**config.mk**
```make
export PLATFORM = sky130hd
export DESIGN_NAME = led_zone_mean
export DESIGN_NICKNAME = d
export VERILOG_FILES = /design/src/rtl/led_zone_mean.sv
export SDC_FILE = /design/constraint.sdc
export NUM_CORES = 2
export LEC_CHECK = 0
export CAP_MARGIN = 20
export CORE_UTILIZATION = 44
export CTS_BUF_LIST = sky130_fd_sc_hd__clkbuf_4 sky130_fd_sc_hd__clkbuf_8
export DETAILED_ROUTE_END_ITERATION = 12
export GPL_ROUTABILITY_DRIVEN = 0
export MAX_ROUTING_LAYER = met4
export PLACE_DENSITY_LB_ADDON = 0.05
export SYNTH_ARGS = -nofsm -noshare
export SYNTH_HDL_FRONTEND = slang
export SYNTH_SLANG_ARGS = --single-unit
```
**constraint.sdc**
```tcl
create_clock -name clk_slow -period 12.7 [get_ports clk_slow]
set_input_delay 2.54 -clock clk_slow [delete_from_list [all_inputs] [get_ports clk_slow]]
set_output_delay 2.54 -clock clk_slow [all_outputs]
set_load 0.02 [all_outputs]
```
**src/rtl/led_zone_mean.sv**
```systemverilog
// rtl/led_zone_mean.sv - per-frame 8-zone RGB mean reducer feeding the LED controller (optional rounding: LED_MEAN_ROUND_EN)
module led_zone_mean #(
   parameter int IMG_W = 1024,
   parameter int IMG_H = 512
) (
   input  logic            clk_slow,
   input  logic            rst,
   input  logic            sof,
   input  logic            pix_vld,
   input  logic [7:0]      pix_r,
   input  logic [7:0]      pix_g,
   input  logic [7:0]      pix_b,
   output logic [7:0][3:0] MeanR,
   output logic [7:0][3:0] MeanG,
   output logic [7:0][3:0] MeanB,
   output logic            mean_vld,
   output logic            frame_err
);

   localparam int ZONE_W = IMG_W / 8;
   localparam int ZB     = $clog2(ZONE_W);
   localparam int ZSH    = $clog2(IMG_W * IMG_H / 8);
   localparam int ACC_W  = 8 + ZSH;
   localparam int XW     = $clog2(IMG_W);
   localparam int YW     = (IMG_H > 1) ? $clog2(IMG_H) : 1;

   typedef enum logic [1:0] {IDLE, ACCUM, LATCH} state_t;
   typedef logic [ACC_W-1:0] acc_t;

   state_t        state;
   logic [XW-1:0] x, x_eff;
   logic [YW-1:0] y, y_eff;
   logic [2:0]    zone;
   logic          take, last;
   acc_t          acc_r [8], acc_g [8], acc_b [8];
   acc_t          nxt_r [8], nxt_g [8], nxt_b [8];

   // 4-bit zone mean from a zone sum (8-bit mean's top nibble)
`ifdef LED_MEAN_ROUND_EN
   function automatic logic [3:0] to_mean(input acc_t a);
      logic [ACC_W:0] s;
      s = {1'b0, a} + (ACC_W + 1)'(2 ** (ZSH + 3));
      return s[ACC_W] ? 4'hF : s[ACC_W-1 -: 4];
   endfunction
`else
   function automatic logic [3:0] to_mean(input acc_t a);
      return a[ACC_W-1 -: 4];
   endfunction
`endif

   // Next accumulator values; sof restarts the frame at (0,0) with cleared sums,
   // and the forwarded sums let the means be registered alongside the last pixel
   always_comb begin
      x_eff = sof ? '0 : x;
      y_eff = sof ? '0 : y;
      zone  = 3'(x_eff >> ZB);
      take  = pix_vld && (sof || state == ACCUM);
      last  = take && (x_eff == XW'(IMG_W - 1)) && (y_eff == YW'(IMG_H - 1));
      for (int z = 0; z < 8; z++) begin
         nxt_r[z] = sof ? '0 : acc_r[z];
         nxt_g[z] = sof ? '0 : acc_g[z];
         nxt_b[z] = sof ? '0 : acc_b[z];
         if (take && zone == 3'(z)) begin
            nxt_r[z] = nxt_r[z] + ACC_W'(pix_r);
            nxt_g[z] = nxt_g[z] + ACC_W'(pix_g);
            nxt_b[z] = nxt_b[z] + ACC_W'(pix_b);
         end
      end
   end

   // Frame FSM, raster position, accumulators and registered outputs
   always_ff @(posedge clk_slow) begin
      if (rst) begin
         state     <= IDLE;
         x         <= '0;
         y         <= '0;
         mean_vld  <= 1'b0;
         frame_err <= 1'b0;
         MeanR     <= '0;
         MeanG     <= '0;
         MeanB     <= '0;
         for (int z = 0; z < 8; z++) begin
            acc_r[z] <= '0;
            acc_g[z] <= '0;
            acc_b[z] <= '0;
         end
      end else begin
         for (int z = 0; z < 8; z++) begin
            acc_r[z] <= nxt_r[z];
            acc_g[z] <= nxt_g[z];
            acc_b[z] <= nxt_b[z];
         end
         mean_vld  <= last;
         frame_err <= sof && (state == ACCUM);
         if (last) begin
            for (int z = 0; z < 8; z++) begin
               MeanR[z] <= to_mean(nxt_r[z]);
               MeanG[z] <= to_mean(nxt_g[z]);
               MeanB[z] <= to_mean(nxt_b[z]);
            end
         end
         if (take) begin
            x <= x_eff + XW'(1);
            y <= (x_eff == XW'(IMG_W - 1)) ? y_eff + YW'(1) : y_eff;
         end else if (sof) begin
            x <= '0;
            y <= '0;
         end
         if (last)
            state <= LATCH;
         else if (sof)
            state <= ACCUM;
         else if (state == LATCH)
            state <= IDLE;
      end
   end

endmodule

```
Word-level counts from Yosys, hierarchy flattened
Memories as Yosys holds them, arrays and structs flattened. Cells that the tools add are included.

Mux-type cells: 83. Reductions and logical operators: 17. Bitwise operators: 24. Equal/unequal tests: 11. Add/sub/neg operators: 26.

Operator list (number): 24-bit 2-to-1 mux (72); 24-bit by 8-bit adder with 24-bit output (24); 9-bit 2-to-1 mux (3); 1-bit OR (24); 10-bit 2-to-1 mux (2); 3-bit equality test (second input constant) (4); 1-bit logical AND (12); 10-bit by 1-bit adder with 10-bit output (second input constant) (1); 10-bit equality test (second input constant) (1); 9-bit by 1-bit adder with 9-bit output (second input constant) (1); 9-bit equality test (second input constant) (1); 3-bit by 2-bit equality test with 1-bit output (second input constant) (2); 2-bit 2-to-1 mux (3); 3-bit by 1-bit equality test with 1-bit output (second input constant) (1); 3-bit zero test (1); 1-bit 2-to-1 mux (3); 3-bit nonzero test (1); 2-bit by 1-bit equality test with 1-bit output (second input constant) (1); 2-bit equality test (second input constant) (1); 2-bit nonzero test (1); 2-bit OR reduction (1); 1-bit logical OR (1).

Memories kept: 3. Logic and storage cells: 194. RAM bits: 576. Register bits after elaboration: 119. Output and inout bits: 98.

Memories: acc_b (depth 8, width 24, rd ports 8, clocked after Yosys merged registers in 0, wr ports 8, RTL line 35) `acc_t acc_r [8], acc_g [8], acc_b [8];`; acc_g (depth 8, width 24, rd ports 8, clocked after Yosys merged registers in 0, wr ports 8, RTL line 35); acc_r (depth 8, width 24, rd ports 8, clocked after Yosys merged registers in 0, wr ports 8, RTL line 35).

Logic depth before layout (Yosys ltp)
Word-level depth: 6. Mapped depth: 15.

Worst setup path after synthesis
OpenSTA, ideal clock, no wires.

Path kind: in2reg. Start: in sof. End: reg MeanB[24] (netlist bit). Path buffers: 5. Path slack: 6.847 ns. Setup time: 0.125 ns. Arrival: 5.728 ns. Stages on the path: 14. Path through: clkbuf_1 buf_2 buf_2 clkbuf_1 clkbuf_1 nor2b_1 ha_1 fa_1 a211oi_1 o21ai_0 a31oi_1 nor4b_1 xnor2_1 o21ai_0.

Word-level cells in the longest chain between the ends: 4. Elaborated cells between the ends (all ways): 13. Classes of those cells: add/sub (1); eq/ne (3); mux (4); reduce/logical (5).

Ends and longest elaborated chain: start, declared (RTL line 8) `input logic sof,`; branches (longest 4 deep; another with 24-bit by 8-bit adder with 24-bit output); end signal, assigned by index (RTL line 99) `MeanB[z] <= to_mean(nxt_b[z]);`; end, declared (RTL line 15) `output logic [7:0][3:0] MeanB,`.

Parallel ways; which one is timed is not known. A chain may end at the register's enable or synchronous reset.

Worst setup path in the final report
Start: in sof. End: reg MeanR[20] (netlist bit).

Word-level cells in the longest chain between the ends: 4. Elaborated cells between the ends (all ways): 13. Classes of those cells: add/sub (1); eq/ne (3); mux (4); reduce/logical (5).

Ends and longest elaborated chain: branches (longest 4 deep; another with 24-bit by 8-bit adder with 24-bit output); end signal, assigned by index (RTL line 97) `MeanR[z] <= to_mean(nxt_r[z]);`; end, declared (RTL line 13) `output logic [7:0][3:0] MeanR,`.

Parallel ways; which one is timed is not known.

==> results by group <==
Layout
  – Post-layout net count: 4969
  – Layout area overhead: 13.71%
  – Layout cells sized above 1: 6.851%
  – Most frequent cells in the layout: dfxtp_1 (695), nand2_1 (557), nor2_1 (522), xnor2_1 (344), nor2b_1 (312)
  – Most common cell after layout, fill and taps aside: dfxtp_1

STA
  – Slew Viols, Final: 0
  – Final setup skew: 0.04942 ns
  – Post-Route Setup TNS: 0 ns
  – Fmax achieved: 165.9 MHz
  – Hold Fails Final Rpt: 0
  – Actual slew at the worst max-slew pin: 1.117 ns
  – RSZ-0062 raised after global routing: false
  – Endpoints failing setup: 0
  – Fin crit share: 47.47%
  – Final worst setup slack: 6.671 ns
  – Crit path time final: 6.029 ns
  – Slew headroom: 25.56%

Synthesis
  – Main synth FF type: dfxtp_1
  – EDFF count, synth: 0
  – Number of synthesized register bits: 695
  – Area leader, netlist: dfxtp_1
  – Number of synthesis warnings: 0
  – Synthesized Nets: 4860
  – Cell variety after synth: 80
  – Sequential cell area fraction in the yosys report: 36.93%
  – Fraction of registers with async set/reset: 0%
  – Area of the mapped netlist: 37680 um^2
  – Top cell type's share of synthesized area: 36.93%
  – Syn avg cell area: 8.168 um^2
  – Top cells by area, synth: dfxtp_1 (37%), xnor2_1 (8.0%), ha_1 (6.5%)
  – Post-Synthesis Cells: 4613

Global routing
  – First-pass GRT wire length: 167.0 mm
  – Gr usage total: 24.99%
  – Remaining Overflow, GRT: 0
  – Initial antenna violation count: 2
  – Pin count of the biggest net entering global routing: 114
  – Vias in the first global route: 30040

Floorplan
  – Die area: 86810 um^2
  – Num ports: 126
  – Core area: 84220 um^2
  – Initial core utilization: 44.74%
  – Die width: 294.6 um
  – Core Rows: 106
  – Height of the die: 294.6 um

Placed design
  – Pre-CTS setup slack: 5.946 ns
  – Port Buf Inserts: 125
  – Post-DP HPWL: 69.69 mm

Clock network
  – Postcts setup bufs: 0
  – CTS max path bufs: 3
  – Post-CTS Hold Buffers: 0
  – Num CTS Buffers: 132
  – Number of gates resized after CTS: 0
  – Htree depth: 4
  – # clock sinks: 695
  – Root Buffer: clkbuf_8
  – CTS clock-pin slew for the worst setup and hold paths: 0.05 ns
  – Skew-Pair Late Insertion Delay: 0.78 ns
  – CTS tree: yes

Worst setup path
  – Reg2reg path depth: 7
  – Crit path capture type: flop
  – Worst R2R Start: x[8]$_SDFF_PP0_
  – Worst path arrival time: 6.65 ns
  – CP Data Required Time: 13.33 ns
  – Crit-path max FO: 58
  – Setup CP Type: in -> reg
  – Crit path launch type: input pin
  – Reg2Reg Capture Point: MeanB[25]$_SDFFE_PP0P_
  – R2R Setup Slk: 9.21 ns

Hold path
  – Class of the worst hold path: reg -> reg
  – Hold Path Stages: 2
  – WHS Endpoint: MeanG[15]$_SDFFE_PP0P_
  – Worst hold start: MeanG[15]$_SDFFE_PP0P_

Power and ir drop
  – Worst vdd ir: 0.09404 mV
  – PwrDens: 111.4 nW/um^2
  – Static Leak: 15.12 nW

Detailed routing
  – Antenna-violating nets left: 0
  – 1st-iter DRT viols: 2044
  – Wirelength per Cell: 17.71 um
  – Post-DR vias/cell: 5.408
  – Final wirelength: 105.4 mm
  – First-pass DRT Iterations: 5
  – Drc violations: 0
  – Vias: 32200

Status
  – Status: complete, no violations

Job
  – Max-cap violations: 0
==> state kept, by name, summed over array words and instances (netlist names) <==
name / flops
x: 10
acc_b: 192
MeanR: 32
frame_err: 1
mean_vld: 1
state: 2
acc_g: 192
MeanG: 32
acc_r: 192
y: 9
MeanB: 32
==> per-layer routing <==
| metal | track usage [%] | share of wire [%] | wire (um) | vias up |
|---|---|---|---|---|
| met3 | 3.944 | 4.5 | 4697 | 142 |
| met2 | 36.08 | 41 | 43700 | 600 |
| met4 | 6.339 | 1.9 | 1964 | 0 |
| met1 | 35.98 | 52 | 55080 | 15060 |
| li1 | - | - | - | 16400 |
| met5 | - | 0 | 0 | - |
==> where the power goes <==
group          total [W]  internal [W]  switching [W]
clock            0.00234       0.00135       0.000985
sequential       0.00219       0.00219     0.00000135
combinational   0.000244     0.0000675       0.000176
==> final cells by class <==
class | instances | area [um^2]
fill | 8241 | 41370
multi-input combinational | 3644 | 22760
sequential | 695 | 13910
clock buffer | 209 | 2595
timing repair buffer | 179 | 1679
tap | 1134 | 1419
inverter | 70 | 262.8
clock inverter | 20 | 212.7
antenna | 3 | 7.507
==> worst max path at each step <==
stage                     startpoint                     end  slack, ns
after global routing             sof  MeanR[20]$_SDFFE_PP0P_       6.32
after global placement           sof  MeanB[12]$_SDFFE_PP0P_       5.97
after CTS                        sof  MeanB[12]$_SDFFE_PP0P_       6.76
after detailed placement         sof  MeanB[12]$_SDFFE_PP0P_       5.95
final                            sof  MeanR[20]$_SDFFE_PP0P_       6.67
after floorplan                  sof  MeanB[24]$_SDFFE_PP0P_       6.85
==> synth_stat cells (13+ instances only) <==
master / n
nand2_1: 558
or4_1: 13
o21ai_0: 206
a211o_1: 18
nor2b_1: 312
dfxtp_1: 695
or3_1: 65
nor4b_1: 23
xnor2_1: 344
clkbuf_1: 160
o21bai_1: 26
o21a_1: 22
nand3_1: 133
nor3_1: 137
o2111ai_1: 15
nand4_1: 95
buf_1: 27
and4_1: 13
fa_1: 24
nor2_1: 523
nor3b_1: 31
a211oi_1: 92
nor4_1: 57
a2111oi_0: 22
ha_1: 195
a21oi_1: 301
a31oi_1: 13
and2_1: 14
xor2_1: 94
inv_1: 68
o211ai_1: 36
a21o_1: 48
and3_1: 64
buf_2: 14
==> worst max-delay path, stage by stage <==
cell and delay [ns]:
buf_8 0.25, buf_4 0.62, buf_4 0.63, nor2b_1 0.16, ha_1 0.26, a2111oi_0 0.50, o21ai_0 0.20, a21oi_1 0.88
nor3b_1 0.16, xnor2_1 0.22, o21ai_0 0.10
==> logic make-up after synthesis <==
family | synth area share, %
flops | 36.93
fa+ha+maj | 7.750
simple gates | 27.66
compound gates | 14.43
xor+xnor | 10.18
mux | 0.2457
buf+inv | 2.806
==> metrics by stage <==
step | instance area, um^2 | cells | util (%) | hold WS, ns | total power [W]
5_1_grt | 42840 | 5953 | 50.87 | 0.4715 | 0.004966
3_3_place_gp | 40020 | 5721 | 47.52 | 0.4355 | 0.002478
3_5_place_dp | 40030 | 5722 | 47.53 | 0.4405 | 0.002478
4_1_cts | 42840 | 5951 | 50.87 | 0.4486 | 0.004845
6_report | 42850 | 5954 | 50.88 | 0.4460 | 0.004772
2_1_floorplan | 37680 | 4613 | - | 0.4468 | 0.002385
(Power assumes the default switching activity.)
